<file path="config.mk">
export PLATFORM = sky130hd
export DESIGN_NAME = uart_rx_flat
export DESIGN_NICKNAME = d
export VERILOG_FILES = /design/src/rtl/uart_rx_if.sv /design/src/rtl/uart_rx.sv /design/src/flat_wrapper.sv
export SDC_FILE = /design/constraint.sdc
export NUM_CORES = 1
export LEC_CHECK = 0
export BUFFER_PORTS_ARGS = -buffer_cell sky130_fd_sc_hd__buf_2
export CAP_MARGIN = 5
export CELL_PAD_IN_SITES_DETAIL_PLACEMENT = 1
export CELL_PAD_IN_SITES_GLOBAL_PLACEMENT = 1
export CORE_MARGIN = 1
export CORE_UTILIZATION = 39
export CTS_CLUSTER_DIAMETER = 80
export DETAILED_ROUTE_END_ITERATION = 8
export PLACE_DENSITY_LB_ADDON = 0.1
export SLEW_MARGIN = 25
export SYNTH_ARGS = -nofsm -noshare
export SYNTH_HDL_FRONTEND = slang
export SYNTH_SLANG_ARGS = --single-unit
</file>
<file path="constraint.sdc">
create_clock -name SCLK -period 1.5 [get_ports SCLK]
set_clock_uncertainty 0.15 [all_clocks]
set_input_delay 0.15 -clock SCLK [delete_from_list [all_inputs] [get_ports SCLK]]
set_output_delay 0.15 -clock SCLK [all_outputs]
set_load 0.1 [all_outputs]
</file>
<file path="src/rtl/uart_rx_if.sv">
// Signal bundle between a serial-line / baud-tick source (master) and the uart_rx receiver (slave).
interface uart_rx_if;
  logic       BAUD_CLK;
  logic       RXD;
  logic [7:0] DATA;
  logic       DATA_VALID;
  logic       FRAME_ERR;
  logic       PAR_ERR;
  logic       BUSY;

  modport master (
    output BAUD_CLK, RXD,
    input  DATA, DATA_VALID, FRAME_ERR, PAR_ERR, BUSY
  );

  modport slave (
    input  BAUD_CLK, RXD,
    output DATA, DATA_VALID, FRAME_ERR, PAR_ERR, BUSY
  );
endinterface

</file>
<file path="src/rtl/uart_rx.sv">
// Oversampling UART receiver: start-bit validation, LSB-first data, optional parity, stop check.
// Define UART_RX_PARITY_EN to add one parity bit per frame, checked according to PARITY_ODD.
module uart_rx #(
  parameter int unsigned OVERSAMPLE = 16,
  parameter int unsigned DATA_BITS  = 8,
  parameter int unsigned PARITY_ODD = 0
) (
  input logic      SCLK,
  input logic      SCLR,
  uart_rx_if.slave bus
);
  localparam int unsigned      SctrW    = $clog2(OVERSAMPLE);
  localparam logic [SctrW-1:0] SctrMid  = SctrW'(OVERSAMPLE / 2 - 1);
  localparam logic [SctrW-1:0] SctrLast = SctrW'(OVERSAMPLE - 1);
  localparam logic [3:0]       BctrLast = 4'(DATA_BITS - 1);

  if (OVERSAMPLE < 4 || (OVERSAMPLE % 2) != 0 || DATA_BITS < 5 || DATA_BITS > 8 ||
      PARITY_ODD > 1) begin : g_bad_params
    $error("uart_rx: illegal parameter combination");
  end

`ifdef UART_RX_PARITY_EN
  typedef enum logic [2:0] {StIdle, StStart, StData, StParity, StStop, StBreak} state_e;
`else
  typedef enum logic [2:0] {StIdle, StStart, StData, StStop, StBreak} state_e;
`endif

  state_e                 state_q, state_d;
  logic                   rxd_meta_q, rxd_s_q;
  logic [SctrW-1:0]       sctr_q, sctr_d;
  logic [3:0]             bctr_q, bctr_d;
  logic [DATA_BITS-1:0]   shreg_q, shreg_d;
  logic [7:0]             data_q, data_d;
  logic                   dv_q, dv_d;
  logic                   fe_q, fe_d;

  always_ff @(posedge SCLK) begin
    if (SCLR) begin
      state_q    <= StIdle;
      rxd_meta_q <= 1'b1;
      rxd_s_q    <= 1'b1;
      sctr_q     <= '0;
      bctr_q     <= '0;
      shreg_q    <= '0;
      data_q     <= '0;
      dv_q       <= 1'b0;
      fe_q       <= 1'b0;
    end else begin
      state_q    <= state_d;
      rxd_meta_q <= bus.RXD;
      rxd_s_q    <= rxd_meta_q;
      sctr_q     <= sctr_d;
      bctr_q     <= bctr_d;
      shreg_q    <= shreg_d;
      data_q     <= data_d;
      dv_q       <= dv_d;
      fe_q       <= fe_d;
    end
  end

`ifdef UART_RX_PARITY_EN
  logic perr_rec_q, perr_rec_d;
  logic pe_q, pe_d;

  always_ff @(posedge SCLK) begin
    if (SCLR) begin
      perr_rec_q <= 1'b0;
      pe_q       <= 1'b0;
    end else begin
      perr_rec_q <= perr_rec_d;
      pe_q       <= pe_d;
    end
  end

  assign bus.PAR_ERR = pe_q;
`else
  assign bus.PAR_ERR = 1'b0;
`endif

  always_comb begin
    state_d = state_q;
    sctr_d  = sctr_q;
    bctr_d  = bctr_q;
    shreg_d = shreg_q;
    data_d  = data_q;
    dv_d    = 1'b0;
    fe_d    = 1'b0;
`ifdef UART_RX_PARITY_EN
    perr_rec_d = perr_rec_q;
    pe_d       = 1'b0;
`endif
    if (bus.BAUD_CLK) begin
      unique case (state_q)
        StIdle: begin
          if (!rxd_s_q) begin
            state_d = StStart;
            sctr_d  = '0;
          end
        end
        StStart: begin
          // Line high again at mid start bit means a glitch, not a frame.
          if (sctr_q == SctrMid) begin
            sctr_d  = '0;
            bctr_d  = '0;
            state_d = rxd_s_q ? StIdle : StData;
`ifdef UART_RX_PARITY_EN
            perr_rec_d = 1'b0;
`endif
          end else begin
            sctr_d = sctr_q + SctrW'(1);
          end
        end
        StData: begin
          if (sctr_q == SctrLast) begin
            sctr_d  = '0;
            shreg_d = {rxd_s_q, shreg_q[DATA_BITS-1:1]};
            bctr_d  = bctr_q + 4'd1;
            if (bctr_q == BctrLast) begin
`ifdef UART_RX_PARITY_EN
              state_d = StParity;
`else
              state_d = StStop;
`endif
            end
          end else begin
            sctr_d = sctr_q + SctrW'(1);
          end
        end
`ifdef UART_RX_PARITY_EN
        StParity: begin
          if (sctr_q == SctrLast) begin
            sctr_d     = '0;
            perr_rec_d = ((^shreg_q) ^ rxd_s_q) != PARITY_ODD[0];
            state_d    = StStop;
          end else begin
            sctr_d = sctr_q + SctrW'(1);
          end
        end
`endif
        StStop: begin
          if (sctr_q == SctrLast) begin
            sctr_d = '0;
            if (rxd_s_q) begin
              data_d  = 8'(shreg_q);
              dv_d    = 1'b1;
              state_d = StIdle;
`ifdef UART_RX_PARITY_EN
              pe_d = perr_rec_q;
`endif
            end else begin
              fe_d    = 1'b1;
              state_d = StBreak;
            end
          end else begin
            sctr_d = sctr_q + SctrW'(1);
          end
        end
        StBreak: begin
          if (rxd_s_q) state_d = StIdle;
        end
        default: state_d = StIdle;
      endcase
    end
  end

  assign bus.DATA       = data_q;
  assign bus.DATA_VALID = dv_q;
  assign bus.FRAME_ERR  = fe_q;
  assign bus.BUSY       = (state_q != StIdle);
endmodule

</file>
<file path="src/flat_wrapper.sv">
// flat-port wrapper written by rule: the top's interface ports become plain ports
module uart_rx_flat 
#(
  parameter int unsigned OVERSAMPLE = 16,
  parameter int unsigned DATA_BITS  = 8,
  parameter int unsigned PARITY_ODD = 0
)
  (SCLK, SCLR, bus_BAUD_CLK, bus_RXD, bus_DATA, bus_DATA_VALID, bus_FRAME_ERR, bus_PAR_ERR, bus_BUSY);
  uart_rx_if bus_i ();
  input logic SCLK;
  input logic SCLR;
  input wire logic [$bits(bus_i.BAUD_CLK)-1:0] bus_BAUD_CLK;
  input wire logic [$bits(bus_i.RXD)-1:0] bus_RXD;
  output wire logic [$bits(bus_i.DATA)-1:0] bus_DATA;
  output wire logic [$bits(bus_i.DATA_VALID)-1:0] bus_DATA_VALID;
  output wire logic [$bits(bus_i.FRAME_ERR)-1:0] bus_FRAME_ERR;
  output wire logic [$bits(bus_i.PAR_ERR)-1:0] bus_PAR_ERR;
  output wire logic [$bits(bus_i.BUSY)-1:0] bus_BUSY;
  assign bus_i.BAUD_CLK = bus_BAUD_CLK;
  assign bus_i.RXD = bus_RXD;
  assign bus_DATA = bus_i.DATA;
  assign bus_DATA_VALID = bus_i.DATA_VALID;
  assign bus_FRAME_ERR = bus_i.FRAME_ERR;
  assign bus_PAR_ERR = bus_i.PAR_ERR;
  assign bus_BUSY = bus_i.BUSY;
  uart_rx #(.OVERSAMPLE(OVERSAMPLE), .DATA_BITS(DATA_BITS), .PARITY_ODD(PARITY_ODD)) u_core (.SCLK(SCLK), .SCLR(SCLR), .bus(bus_i));
endmodule
</file>
==> report_table.html, run 1 <==
<table>
<tr><th>Metric</th><th>Value</th></tr>
<tr><th colspan="2">Status</th></tr>
<tr><td>Run status</td><td>complete, but fails checks</td></tr>
<tr><td>Failing checks</td><td>negative setup slack</td></tr>
<tr><th colspan="2">Global route</th></tr>
<tr><td>Total congestion overflow after global routing</td><td>0</td></tr>
<tr><td>Global router's overall resource usage</td><td>0.207</td></tr>
<tr><td>Largest net degree at the start of global routing</td><td>17</td></tr>
<tr><td>Antenna violations before repair</td><td>0</td></tr>
<tr><td>Wire length of the first global-routing pass</td><td>5.45 mm</td></tr>
<tr><td>Via count of the first global-routing pass</td><td>roughly 1.2k</td></tr>
<tr><th colspan="2">CTS</th></tr>
<tr><td>Source-to-sink clock delay at the later pin of the worst-skew pair</td><td>0.34 ns</td></tr>
<tr><td>H-tree lvl count</td><td>2</td></tr>
<tr><td>Total clock buffers created by CTS</td><td>5</td></tr>
<tr><td>Clock root buffer</td><td>clkbuf_4</td></tr>
<tr><td>CTS tree</td><td>yes</td></tr>
<tr><td>Buffers from clock root to sink, at most</td><td>2</td></tr>
<tr><td>Total number of clock tree sinks</td><td>31</td></tr>
<tr><td>Clock input transition at the sequential cells of the worst setup and hold paths</td><td>~0.11 ns</td></tr>
<tr><th colspan="2">Routing</th></tr>
<tr><td>WL/cell</td><td>roughly 15 um</td></tr>
<tr><td>Residual DRC</td><td>0</td></tr>
<tr><td>Total number of vias</td><td>1,150</td></tr>
<tr><td>Detailed-router iteration count before antenna repair</td><td>4</td></tr>
<tr><td>Post-DRT Antenna Nets</td><td>0</td></tr>
<tr><td>Overall routed net length</td><td>3.37 mm</td></tr>
<tr><td>Vias/cell</td><td>between 5 and 6</td></tr>
<tr><td>Number of violations reported at the end of detailed-routing iteration 0</td><td>45</td></tr>
<tr><th colspan="2">Synth</th></tr>
<tr><td>Net count after synthesis</td><td>147</td></tr>
<tr><td>Library cell occupying the most area in the post-synthesis netlist</td><td>dfxtp_1</td></tr>
<tr><td>Number of warnings printed during yosys synthesis</td><td>0</td></tr>
<tr><td>Register area share after synthesis</td><td>0.455</td></tr>
<tr><td>Area contributors post-synth</td><td>dfxtp_1 (45%), mux2i_1 (12%), nor2_1 (6.9%)</td></tr>
<tr><td>Post-synthesis cell area</td><td>approximately 1400 sq um</td></tr>
<tr><td>Syn avg cell area</td><td>about 9.7 sq um</td></tr>
<tr><td>Top cell type's share of synthesized area</td><td>0.455</td></tr>
<tr><td>Synth async-reset ratio</td><td>0</td></tr>
<tr><td>Count of distinct cell types in the synthesized netlist</td><td>42</td></tr>
<tr><td>Leading register cell type out of synthesis</td><td>dfxtp_1</td></tr>
<tr><td>Count of flip-flops with a built-in enable after synthesis</td><td>0</td></tr>
<tr><td>Count of state elements after synthesis</td><td>31</td></tr>
<tr><td>Post-Syn Instances</td><td>141</td></tr>
<tr><th colspan="2">Power</th></tr>
<tr><td>Maximum vdd ir drop</td><td>roughly 550 uV</td></tr>
<tr><td>Pwr per Cell Area</td><td>954 nW/um^2</td></tr>
<tr><td>Overall Power</td><td>around 1.7 mW</td></tr>
<tr><td>Leakage power figure</td><td>0.751 nW</td></tr>
<tr><th colspan="2">Hold path</th></tr>
<tr><td>Worst hold path startpoint</td><td>SCLR</td></tr>
<tr><td>Sink of the worst hold path</td><td>u_core.bctr_q[0]</td></tr>
<tr><td>Class of the tightest hold or removal check</td><td>in2reg</td></tr>
<tr><td>Hold Crit Depth</td><td>3</td></tr>
<tr><th colspan="2">Place</th></tr>
<tr><td>IO Port Bufs</td><td>14</td></tr>
<tr><td>Place WS</td><td>-0.118 ns</td></tr>
<tr><td>Global placement routability congestion</td><td>about 0.85</td></tr>
<tr><td>Estimated wirelength of the detail-placed design</td><td>2.30 mm</td></tr>
<tr><td>Cell Area, Placed</td><td>1630 sq um</td></tr>
<tr><th colspan="2">Final layout</th></tr>
<tr><td>Diodes inserted</td><td>0</td></tr>
<tr><td>Utilization of the core after routing</td><td>0.550</td></tr>
<tr><td>Fill count</td><td>387</td></tr>
<tr><td>Fraction of final layout cells with drive strength greater than 1</td><td>0.384</td></tr>
<tr><td>Layout overhead on the synthesized area</td><td>34.4%</td></tr>
<tr><td>Area of all placed cells without fillers</td><td>1830 sq um</td></tr>
<tr><td>Nets</td><td>182</td></tr>
<tr><th colspan="2">Setup path</th></tr>
<tr><td>WP data required</td><td>about 1.2 ns</td></tr>
<tr><td>Worst Reg-to-Reg Cells</td><td>7</td></tr>
<tr><td>Maximum fanout along the worst path</td><td>6</td></tr>
<tr><td>Worst flop-to-flop path endpoint</td><td>u_core.bus.DATA[6]</td></tr>
<tr><td>R2R Path Start</td><td>u_core.sctr_q[1]</td></tr>
<tr><td>Category of the worst setup path capture point</td><td>output port</td></tr>
<tr><td>Longest individual stage delay on the worst path</td><td>0.34 ns</td></tr>
<tr><td>Arrival time of the worst setup path</td><td>1.31 ns</td></tr>
<tr><td>Setup CP Type</td><td>reg2out</td></tr>
<tr><td>Critical-path cell list</td><td>buf_6 &gt; or3_4 &gt; buf_12</td></tr>
<tr><td>Worst reg-to-reg setup slack</td><td>-0.07 ns</td></tr>
<tr><td>Crit path buf inv count</td><td>2</td></tr>
<tr><td>Worst path top cell family by delay</td><td>flip-flops</td></tr>
<tr><td>Startpoint type of the worst setup path</td><td>register</td></tr>
<tr><td>Critical path's slowest cell</td><td>dfxtp_2</td></tr>
<tr><th colspan="2">Floorplanning</th></tr>
<tr><td>Die width</td><td>61.2 um</td></tr>
<tr><td>Placeable core region</td><td>3340 sq um</td></tr>
<tr><td>Initial Utilization</td><td>0.409</td></tr>
<tr><td>Die area</td><td>around 3700 sq um</td></tr>
<tr><td>Boundary Pins</td><td>16</td></tr>
<tr><td>Number of rows created at floorplan</td><td>21</td></tr>
<tr><td>Die Span Y</td><td>a little over 60 um</td></tr>
<tr><th colspan="2">Flow run</th></tr>
<tr><td>Count of max-cap constraint violations</td><td>0</td></tr>
<tr><th colspan="2">STA</th></tr>
<tr><td>Final count of hold timing violations</td><td>0</td></tr>
<tr><td>Maximum achievable frequency</td><td>622 MHz</td></tr>
<tr><td>Final worst hold slack</td><td>around 0.019 ns</td></tr>
<tr><td>Max Slew Vio Count</td><td>0</td></tr>
<tr><td>Fin crit period</td><td>roughly 1.6 ns</td></tr>
<tr><td>Share of the clock period used by the worst path after layout</td><td>1.07</td></tr>
<tr><td>Setup violators final</td><td>21</td></tr>
<tr><td>Setup repair after global routing missed its margin</td><td>true</td></tr>
<tr><td>Minimum setup slack in the final design</td><td>-0.107 ns</td></tr>
</table>
-- what timing repair did --
| item | 4_1_cts | 5_1_grt |
|---|---|---|
| buffers inserted | 2 | 0 |
| hold buffers | 1 | 0 |
| endpoints found under the setup margin | 22 | 24 |
| endpoints found under the hold margin | 1 | 0 |
| gates resized for setup | 20 | 6 |
| cloned | 1 | 0 |
| pin swaps | 2 | 3 |
-- synth_stat cells, drive strengths merged, types with 3 or more instances --
cell type  instances
nor4               3
o21ai              3
mux2i             17
dfxtp             31
nand2              7
a22oi              3
nor3               3
nor2              25
clkbuf             3
a21oi              3
buf                8
-- cells by family after synthesis --
| kind of cell | share of synthesized area |
|---|---|
| compound gates | 0.0935 |
| xor+xnor | 0.0193 |
| fa+ha+maj | 0.0183 |
| buf+inv | 0.0577 |
| flops | 0.455 |
| mux | 0.133 |
| other cells | 0.00275 |
| simple gates | 0.221 |
-- metal layers --
metal  vias up  track usage  share of wire
li1        566            -              -
met1       561        0.238           0.44
met2        14        0.348           0.52
met3         9       0.0609          0.025
met4         0        0.107          0.021
met5         -            0              0
-- stage by stage --
stage          cells  TNS [ns]
6_report         223    -0.995
5_1_grt          223     -2.68
4_1_cts          223     -1.18
3_5_place_dp     211     -1.59
3_3_place_gp     211    -0.697
2_1_floorplan    141    -0.198
-- cells in the final DEF (no fill, tap or decap), types with 2 or more instances in the layout --
| cell type | count |
|---|---|
| a32o_1 | 2 |
| nand3_1 | 2 |
| o211ai_1 | 2 |
| xor2_1 | 2 |
| mux2i_1 | 17 |
| clkbuf_4 | 6 |
| dfxtp_2 | 7 |
| nor4_4 | 2 |
| buf_4 | 19 |
| bufinv_16 | 2 |
| a22oi_1 | 3 |
| buf_12 | 2 |
| dfxtp_1 | 23 |
| or2_2 | 2 |
| nor3_1 | 3 |
| buf_6 | 4 |
| buf_2 | 12 |
| a21oi_1 | 3 |
| nand2_1 | 5 |
| o21ai_1 | 3 |
| nor2_1 | 25 |
-- worst register-to-register path, delay by kind of cell, from the launching register on --
family | cells | cell delay, ns
buf+inv | 2 | 0.30
flops | 1 | 0.37
mux | 1 | 0.19
fa+ha+maj | 1 | 0.15
simple gates | 3 | 0.31
-- flip-flops by register name, indices dropped and copies added (netlist names) --
name                   count
u_core.rxd_s_q             1
u_core.bus.DATA_VALID      1
u_core.bus.FRAME_ERR       1
u_core.bus.DATA            8
u_core.sctr_q              4
u_core.state_q             3
u_core.rxd_meta_q          1
u_core.shreg_q             8
u_core.bctr_q              4
-- area by class of cell --
type | instances | area (sq um) | area share
Inverter | 1 | 3.75 | 0.00205
Tap cell | 46 | 57.6 | 0.0314
Timing Repair Buffer | 39 | 305 | 0.166
Sequential cell | 31 | 633 | 0.345
Clock inverter | 3 | 67.6 | 0.0368
Clock buffer | 5 | 37.5 | 0.0205
Multi-Input combinational cell | 98 | 729 | 0.398
-- how the worst max path moves through the flow --
stage | cells past startpoint | from | endpoint | slack [ns]
final | 3 | u_core.state_q[2] | bus_BUSY | -0.11
after global routing | 7 | u_core.sctr_q[1] | u_core.bus.DATA[4] | -0.16
after CTS | 3 | u_core.state_q[2] | bus_BUSY | -0.12
after detailed placement | 5 | u_core.state_q[0] | u_core.bctr_q[1] | -0.12
after global placement | 6 | u_core.sctr_q[1] | u_core.sctr_q[3] | -0.05
after floorplan | 6 | u_core.state_q[2] | u_core.shreg_q[0] | -0.02
-- where the power goes --
part           internal, mW  total, mW  switching, mW
sequential            0.826      0.830        0.00383
combinational        0.0342     0.0912         0.0570
clock                 0.518      0.829          0.311
No activity file was read; power rests on OpenSTA's default activity.
==> run 2, diff against run 1 <==
--- a/config.mk
+++ b/config.mk
@@ -14,6 +14,7 @@
 export CTS_CLUSTER_DIAMETER = 80
 export DETAILED_ROUTE_END_ITERATION = 8
 export PLACE_DENSITY_LB_ADDON = 0.1
+export SETUP_SLACK_MARGIN = 0.4
 export SLEW_MARGIN = 25
 export SYNTH_ARGS = -nofsm -noshare
 export SYNTH_HDL_FRONTEND = slang
==> report_table.html, run 2 (same netlist as run 1, synthesis figures left out) <==
<table>
<tr><th>Metric</th><th>Value</th></tr>
<tr><th colspan="2">Routing</th></tr>
<tr><td>Post-DRT Antenna Nets</td><td>0</td></tr>
<tr><td>Vias/cell</td><td>5.30</td></tr>
<tr><td>Total number of vias</td><td>1,198</td></tr>
<tr><td>Overall routed net length</td><td>3.96 mm</td></tr>
<tr><td>Detailed-router iteration count before antenna repair</td><td>4</td></tr>
<tr><td>Number of violations reported at the end of detailed-routing iteration 0</td><td>32</td></tr>
<tr><td>WL/cell</td><td>17.5 um</td></tr>
<tr><td>Residual DRC</td><td>0</td></tr>
<tr><th colspan="2">CTS</th></tr>
<tr><td>Clock root buffer</td><td>clkbuf_4</td></tr>
<tr><td>Clock input transition at the sequential cells of the worst setup and hold paths</td><td>0.11 ns</td></tr>
<tr><td>CTS tree</td><td>yes</td></tr>
<tr><td>Buffers from clock root to sink, at most</td><td>2</td></tr>
<tr><td>Source-to-sink clock delay at the later pin of the worst-skew pair</td><td>about 0.33 ns</td></tr>
<tr><td>Total number of clock tree sinks</td><td>31</td></tr>
<tr><td>Total clock buffers created by CTS</td><td>5</td></tr>
<tr><td>H-tree lvl count</td><td>2</td></tr>
<tr><th colspan="2">Setup path</th></tr>
<tr><td>R2R Path Start</td><td>u_core.sctr_q[0]</td></tr>
<tr><td>Startpoint type of the worst setup path</td><td>register</td></tr>
<tr><td>Setup CP Type</td><td>reg2out</td></tr>
<tr><td>Arrival time of the worst setup path</td><td>roughly 1.3 ns</td></tr>
<tr><td>Worst setup path startpoint</td><td>u_core.state_q[1]</td></tr>
<tr><td>Maximum fanout along the worst path</td><td>5</td></tr>
<tr><td>WP data required</td><td>about 1.2 ns</td></tr>
<tr><td>Category of the worst setup path capture point</td><td>output port</td></tr>
<tr><td>Worst Reg-to-Reg Cells</td><td>6</td></tr>
<tr><th colspan="2">Global route</th></tr>
<tr><td>Global router's overall resource usage</td><td>0.210</td></tr>
<tr><td>Via count of the first global-routing pass</td><td>1,224</td></tr>
<tr><td>Largest net degree at the start of global routing</td><td>27</td></tr>
<tr><td>Wire length of the first global-routing pass</td><td>5.75 mm</td></tr>
<tr><td>Total congestion overflow after global routing</td><td>0</td></tr>
<tr><td>Antenna violations before repair</td><td>0</td></tr>
<tr><th colspan="2">Final layout</th></tr>
<tr><td>Commonest non-fill, non-tap cell in the layout</td><td>nor2_1</td></tr>
<tr><td>Top library cells by usage in the layout, fill and taps aside</td><td>nor2_1 (24), dfxtp_2 (17), mux2i_1 (16)</td></tr>
<tr><td>Fraction of final layout cells with drive strength greater than 1</td><td>0.517</td></tr>
<tr><td>Layout overhead on the synthesized area</td><td>55.6%</td></tr>
<tr><td>Nets</td><td>between 150 and 200</td></tr>
<tr><td>Diodes inserted</td><td>0</td></tr>
<tr><td>Fill count</td><td>366</td></tr>
<tr><th colspan="2">Place</th></tr>
<tr><td>IO Port Bufs</td><td>14</td></tr>
<tr><td>Estimated wirelength of the detail-placed design</td><td>2.33 mm</td></tr>
<tr><td>Place WS</td><td>-0.137 ns</td></tr>
<tr><td>Global placement routability congestion</td><td>slightly below 0.8</td></tr>
<tr><th colspan="2">STA</th></tr>
<tr><td>Final count of hold timing violations</td><td>0</td></tr>
<tr><td>Maximum achievable frequency</td><td>625 MHz</td></tr>
<tr><td>Share of the clock period used by the worst path after layout</td><td>1.07</td></tr>
<tr><td>Final worst hold slack</td><td>0.0500 ns</td></tr>
<tr><td>Fin crit period</td><td>1.60 ns</td></tr>
<tr><td>Setup violators final</td><td>24</td></tr>
<tr><td>Setup repair after global routing missed its margin</td><td>true</td></tr>
<tr><td>Max Slew Vio Count</td><td>0</td></tr>
<tr><td>Minimum setup slack in the final design</td><td>-0.100 ns</td></tr>
<tr><th colspan="2">Floorplanning</th></tr>
<tr><td>Die width</td><td>61.2 um</td></tr>
<tr><td>Placeable core region</td><td>about 3300 sq um</td></tr>
<tr><td>Number of rows created at floorplan</td><td>21</td></tr>
<tr><td>Boundary Pins</td><td>16</td></tr>
<tr><td>Initial Utilization</td><td>0.409</td></tr>
<tr><td>Die Span Y</td><td>just over 60 um</td></tr>
<tr><td>Die area</td><td>3740 sq um</td></tr>
<tr><th colspan="2">Power</th></tr>
<tr><td>Pwr per Cell Area</td><td>767 nW/um^2</td></tr>
<tr><td>Overall Power</td><td>about 1.6 mW</td></tr>
<tr><td>Leakage power figure</td><td>0.826 nW</td></tr>
<tr><td>Maximum vdd ir drop</td><td>490 uV</td></tr>
<tr><th colspan="2">Status</th></tr>
<tr><td>Run status</td><td>complete, but fails checks</td></tr>
<tr><td>Failing checks</td><td>negative setup slack</td></tr>
<tr><th colspan="2">Hold path</th></tr>
<tr><td>Class of the tightest hold or removal check</td><td>in2reg</td></tr>
<tr><td>Worst hold path startpoint</td><td>bus_BAUD_CLK</td></tr>
<tr><td>Hold Crit Depth</td><td>3</td></tr>
<tr><th colspan="2">Flow run</th></tr>
<tr><td>Count of max-cap constraint violations</td><td>0</td></tr>
</table>
==> run 2: layout make-up <==
cell class                 count  area [sq um]  area share
timing repair buffer          42           505       0.238
inverter                       1          3.75     0.00177
tap                           46          57.6      0.0271
clock inverter                 2          35.0      0.0165
clock buffer                   6          51.3      0.0241
multi-input combinational     98           822       0.387
sequential                    31           649       0.306
==> run 2: power breakdown <==
part | switching (mW) | internal (mW)
registers | 0.00440 | 0.824
logic | 0.0642 | 0.0399
clock network | 0.302 | 0.394
==> run 2: timing repair <==
action                                  4_1_cts  5_1_grt
pin swaps                                    13        7
endpoints found under the setup margin       40       40
cloned                                        1        0
gates resized for setup                      76       12
hold buffers                                  1        0
buffers inserted                              3        5
endpoints found under the hold margin         1        0
==> run 2: routing by layer <==
layer,part of all wire,up-vias,GRT usage
met3,0.024,7,0.0336
li1,-,574,-
met4,0.012,0,0.0390
met5,0,-,0
met2,0.57,19,0.391
met1,0.39,598,0.254
==> run 2: worst paths after layout <==
kind,endpoint,slack (ns)
hold / removal,u_core.state_q[0],0.05
hold reg to reg,u_core.rxd_s_q,0.29
setup / recovery,bus_BUSY,-0.10
setup reg to reg,u_core.shreg_q[0],-0.08
==> run 2: stage by stage <==
| stage | area [sq um] | utilization | TNS [ns] | cells |
|---|---|---|---|---|
| final | 2120 | 0.637 | -0.985 | 226 |
| after global routing | 2120 | 0.637 | -2.80 | 226 |
| after CTS | 2030 | 0.607 | -0.646 | 221 |
| after detailed placement | 1640 | 0.490 | -1.70 | 208 |
| after global placement | 1640 | 0.490 | -0.536 | 208 |
| after floorplan | 1450 | - | -0.332 | 141 |
==> run 2: worst max-delay path, stage by stage, from the launching register on <==
cell,delay (ns)
dfxtp_4,0.40
or3_4,0.40
buf_12,0.17
==> run 3, diff against run 2 <==
--- a/config.mk
+++ b/config.mk
@@ -13,6 +13,7 @@
 export CORE_UTILIZATION = 39
 export CTS_CLUSTER_DIAMETER = 80
 export DETAILED_ROUTE_END_ITERATION = 8
+export MAX_ROUTING_LAYER = met4
 export PLACE_DENSITY_LB_ADDON = 0.1
 export SETUP_SLACK_MARGIN = 0.4
 export SLEW_MARGIN = 25
==> report_table.html, run 3 (same netlist as run 1, synthesis figures left out) <==
<table>
<tr><th>Metric</th><th>Value</th></tr>
<tr><th colspan="2">Status</th></tr>
<tr><td>Run status</td><td>complete, but fails checks</td></tr>
<tr><td>Failing checks</td><td>negative setup slack</td></tr>
<tr><th colspan="2">Final layout</th></tr>
<tr><td>Fraction of final layout cells with drive strength greater than 1</td><td>0.517</td></tr>
<tr><td>FF/Latch Area</td><td>649 sq um</td></tr>
<tr><td>Multi-input gate area</td><td>around 800 sq um</td></tr>
<tr><td>Top library cells by usage in the layout, fill and taps aside</td><td>nor2_1 (24), dfxtp_2 (17), mux2i_1 (16)</td></tr>
<tr><td>Utilization of the core after routing</td><td>0.637</td></tr>
<tr><td>Layout overhead on the synthesized area</td><td>55.6%</td></tr>
<tr><td>Diodes inserted</td><td>0</td></tr>
<tr><td>Nets</td><td>185</td></tr>
<tr><td>Fill count</td><td>366</td></tr>
<tr><td>Commonest non-fill, non-tap cell in the layout</td><td>nor2_1</td></tr>
<tr><th colspan="2">STA</th></tr>
<tr><td>Maximum achievable frequency</td><td>~620 MHz</td></tr>
<tr><td>Fin crit period</td><td>around 1.6 ns</td></tr>
<tr><td>Share of the clock period used by the worst path after layout</td><td>1.07</td></tr>
<tr><td>Sum of negative setup slack</td><td>-0.977 ns</td></tr>
<tr><td>Minimum setup slack in the final design</td><td>-0.101 ns</td></tr>
<tr><td>Setup repair after global routing missed its margin</td><td>true</td></tr>
<tr><td>Final count of hold timing violations</td><td>0</td></tr>
<tr><td>Final worst hold slack</td><td>between 0.04 and 0.05 ns</td></tr>
<tr><td>Setup violators final</td><td>24</td></tr>
<tr><td>Max Slew Vio Count</td><td>0</td></tr>
<tr><th colspan="2">Setup path</th></tr>
<tr><td>WP data required</td><td>1.20 ns</td></tr>
<tr><td>Setup CP Type</td><td>reg2out</td></tr>
<tr><td>Startpoint type of the worst setup path</td><td>register</td></tr>
<tr><td>Critical path's slowest cell</td><td>dfxtp_4</td></tr>
<tr><td>Crit path buf inv count</td><td>1</td></tr>
<tr><td>Arrival time of the worst setup path</td><td>around 1.3 ns</td></tr>
<tr><td>Category of the worst setup path capture point</td><td>output port</td></tr>
<tr><td>Maximum fanout along the worst path</td><td>5</td></tr>
<tr><td>Critical-path cell list</td><td>or3_4 &gt; buf_12</td></tr>
<tr><td>Longest individual stage delay on the worst path</td><td>0.40 ns</td></tr>
<tr><td>Worst path top cell family by delay</td><td>flip-flops</td></tr>
<tr><th colspan="2">Global route</th></tr>
<tr><td>Wire length of the first global-routing pass</td><td>5.75 mm</td></tr>
<tr><td>Total congestion overflow after global routing</td><td>0</td></tr>
<tr><td>Via count of the first global-routing pass</td><td>1,225</td></tr>
<tr><td>Global router's overall resource usage</td><td>0.217</td></tr>
<tr><td>Antenna violations before repair</td><td>0</td></tr>
<tr><td>Largest net degree at the start of global routing</td><td>27</td></tr>
<tr><th colspan="2">Floorplanning</th></tr>
<tr><td>Die Span Y</td><td>a little over 60 um</td></tr>
<tr><td>Boundary Pins</td><td>16</td></tr>
<tr><td>Placeable core region</td><td>3340 sq um</td></tr>
<tr><td>Die width</td><td>61.2 um</td></tr>
<tr><td>Number of rows created at floorplan</td><td>21</td></tr>
<tr><td>Initial Utilization</td><td>0.409</td></tr>
<tr><td>Die area</td><td>between 3000 and 4000 sq um</td></tr>
<tr><th colspan="2">Routing</th></tr>
<tr><td>Detailed-router iteration count before antenna repair</td><td>4</td></tr>
<tr><td>Total number of vias</td><td>~1.2k</td></tr>
<tr><td>Number of violations reported at the end of detailed-routing iteration 0</td><td>42</td></tr>
<tr><td>WL/cell</td><td>around 18 um</td></tr>
<tr><td>Vias/cell</td><td>around 5.3</td></tr>
<tr><td>Post-DRT Antenna Nets</td><td>0</td></tr>
<tr><td>Overall routed net length</td><td>3.97 mm</td></tr>
<tr><td>Residual DRC</td><td>0</td></tr>
<tr><th colspan="2">Power</th></tr>
<tr><td>Maximum vdd ir drop</td><td>488 uV</td></tr>
<tr><td>Pwr per Cell Area</td><td>767 nW/um^2</td></tr>
<tr><td>Leakage power figure</td><td>just over 0.8 nW</td></tr>
<tr><td>Overall Power</td><td>1.63 mW</td></tr>
<tr><th colspan="2">CTS</th></tr>
<tr><td>Clock input transition at the sequential cells of the worst setup and hold paths</td><td>0.11 ns</td></tr>
<tr><td>Total number of clock tree sinks</td><td>31</td></tr>
<tr><td>H-tree lvl count</td><td>2</td></tr>
<tr><td>Source-to-sink clock delay at the later pin of the worst-skew pair</td><td>0.32 ns</td></tr>
<tr><td>Clock root buffer</td><td>clkbuf_4</td></tr>
<tr><td>CTS tree</td><td>yes</td></tr>
<tr><td>Buffers from clock root to sink, at most</td><td>2</td></tr>
<tr><td>Total clock buffers created by CTS</td><td>5</td></tr>
<tr><th colspan="2">Place</th></tr>
<tr><td>Global placement routability congestion</td><td>0.793</td></tr>
<tr><td>Estimated wirelength of the detail-placed design</td><td>between 2 and 2.5 mm</td></tr>
<tr><td>IO Port Bufs</td><td>14</td></tr>
<tr><th colspan="2">Hold path</th></tr>
<tr><td>Class of the tightest hold or removal check</td><td>in2reg</td></tr>
<tr><th colspan="2">Flow run</th></tr>
<tr><td>Count of max-cap constraint violations</td><td>0</td></tr>
</table>
## run 3: cell counts in the layout (fill, tap and decap cells not counted)
No cell type changed its count.
## run 3: metal layers
layer / GRT usage / share of wire
met2: 0.391 / 0.57
met3: 0.0315 / 0.025
met1: 0.256 / 0.39
met5: - / 0
met4: 0.0390 / 0.013
## run 3: area by class of cell
cell class                      count  share of cell area
Inverter                            1             0.00177
Multi-Input combinational cell     98               0.387
Clock inverter                      2              0.0165
Timing Repair Buffer               42               0.238
Clock buffer                        6              0.0241
Tap cell                           46              0.0271
Sequential cell                    31               0.306
## run 3: worst min-delay path, cell delays in order
cell and delay, ns:
buf_2 0.14, o21ai_2 0.06, a32o_1 0.14
## run 3: worst paths after layout
check / slack [ns] / cells past startpoint / from / endpoint
setup / recovery: -0.10 / 2 / u_core.state_q[1] / bus_BUSY
hold / removal: 0.05 / 3 / bus_BAUD_CLK / u_core.state_q[0]
setup reg to reg: -0.08 / 6 / u_core.sctr_q[0] / u_core.shreg_q[0]
hold reg to reg: 0.29 / 1 / u_core.rxd_meta_q / u_core.rxd_s_q
## run 3: where the power goes
| group | internal [mW] | switching [mW] |
|---|---|---|
| Combinational | 0.0399 | 0.0647 |
| Clock | 0.394 | 0.302 |
| Sequential | 0.824 | 0.00438 |
| Total | 1.26 | 0.371 |
## run 3: what timing repair did
action / CTS / global route
setup buffers: 3 / 5
pin swaps: 13 / 7
hold endpoints to repair: 1 / 0
hold buffers: 1 / 0
gates resized for setup: 76 / 12
endpoints found under the setup margin: 40 / 40
gates cloned: 1 / 0
## run 3: metrics by stage
| stage | instances | instance area, sq um | setup WS, ns |
|---|---|---|---|
| 3_3_place_gp | 208 | 1640 | -0.0678 |
| 2_1_floorplan | 141 | 1450 | -0.0230 |
| 5_1_grt | 226 | 2120 | -0.159 |
| 4_1_cts | 221 | 2030 | -0.101 |
| 6_report | 226 | 2120 | -0.101 |
| 3_5_place_dp | 208 | 1640 | -0.137 |
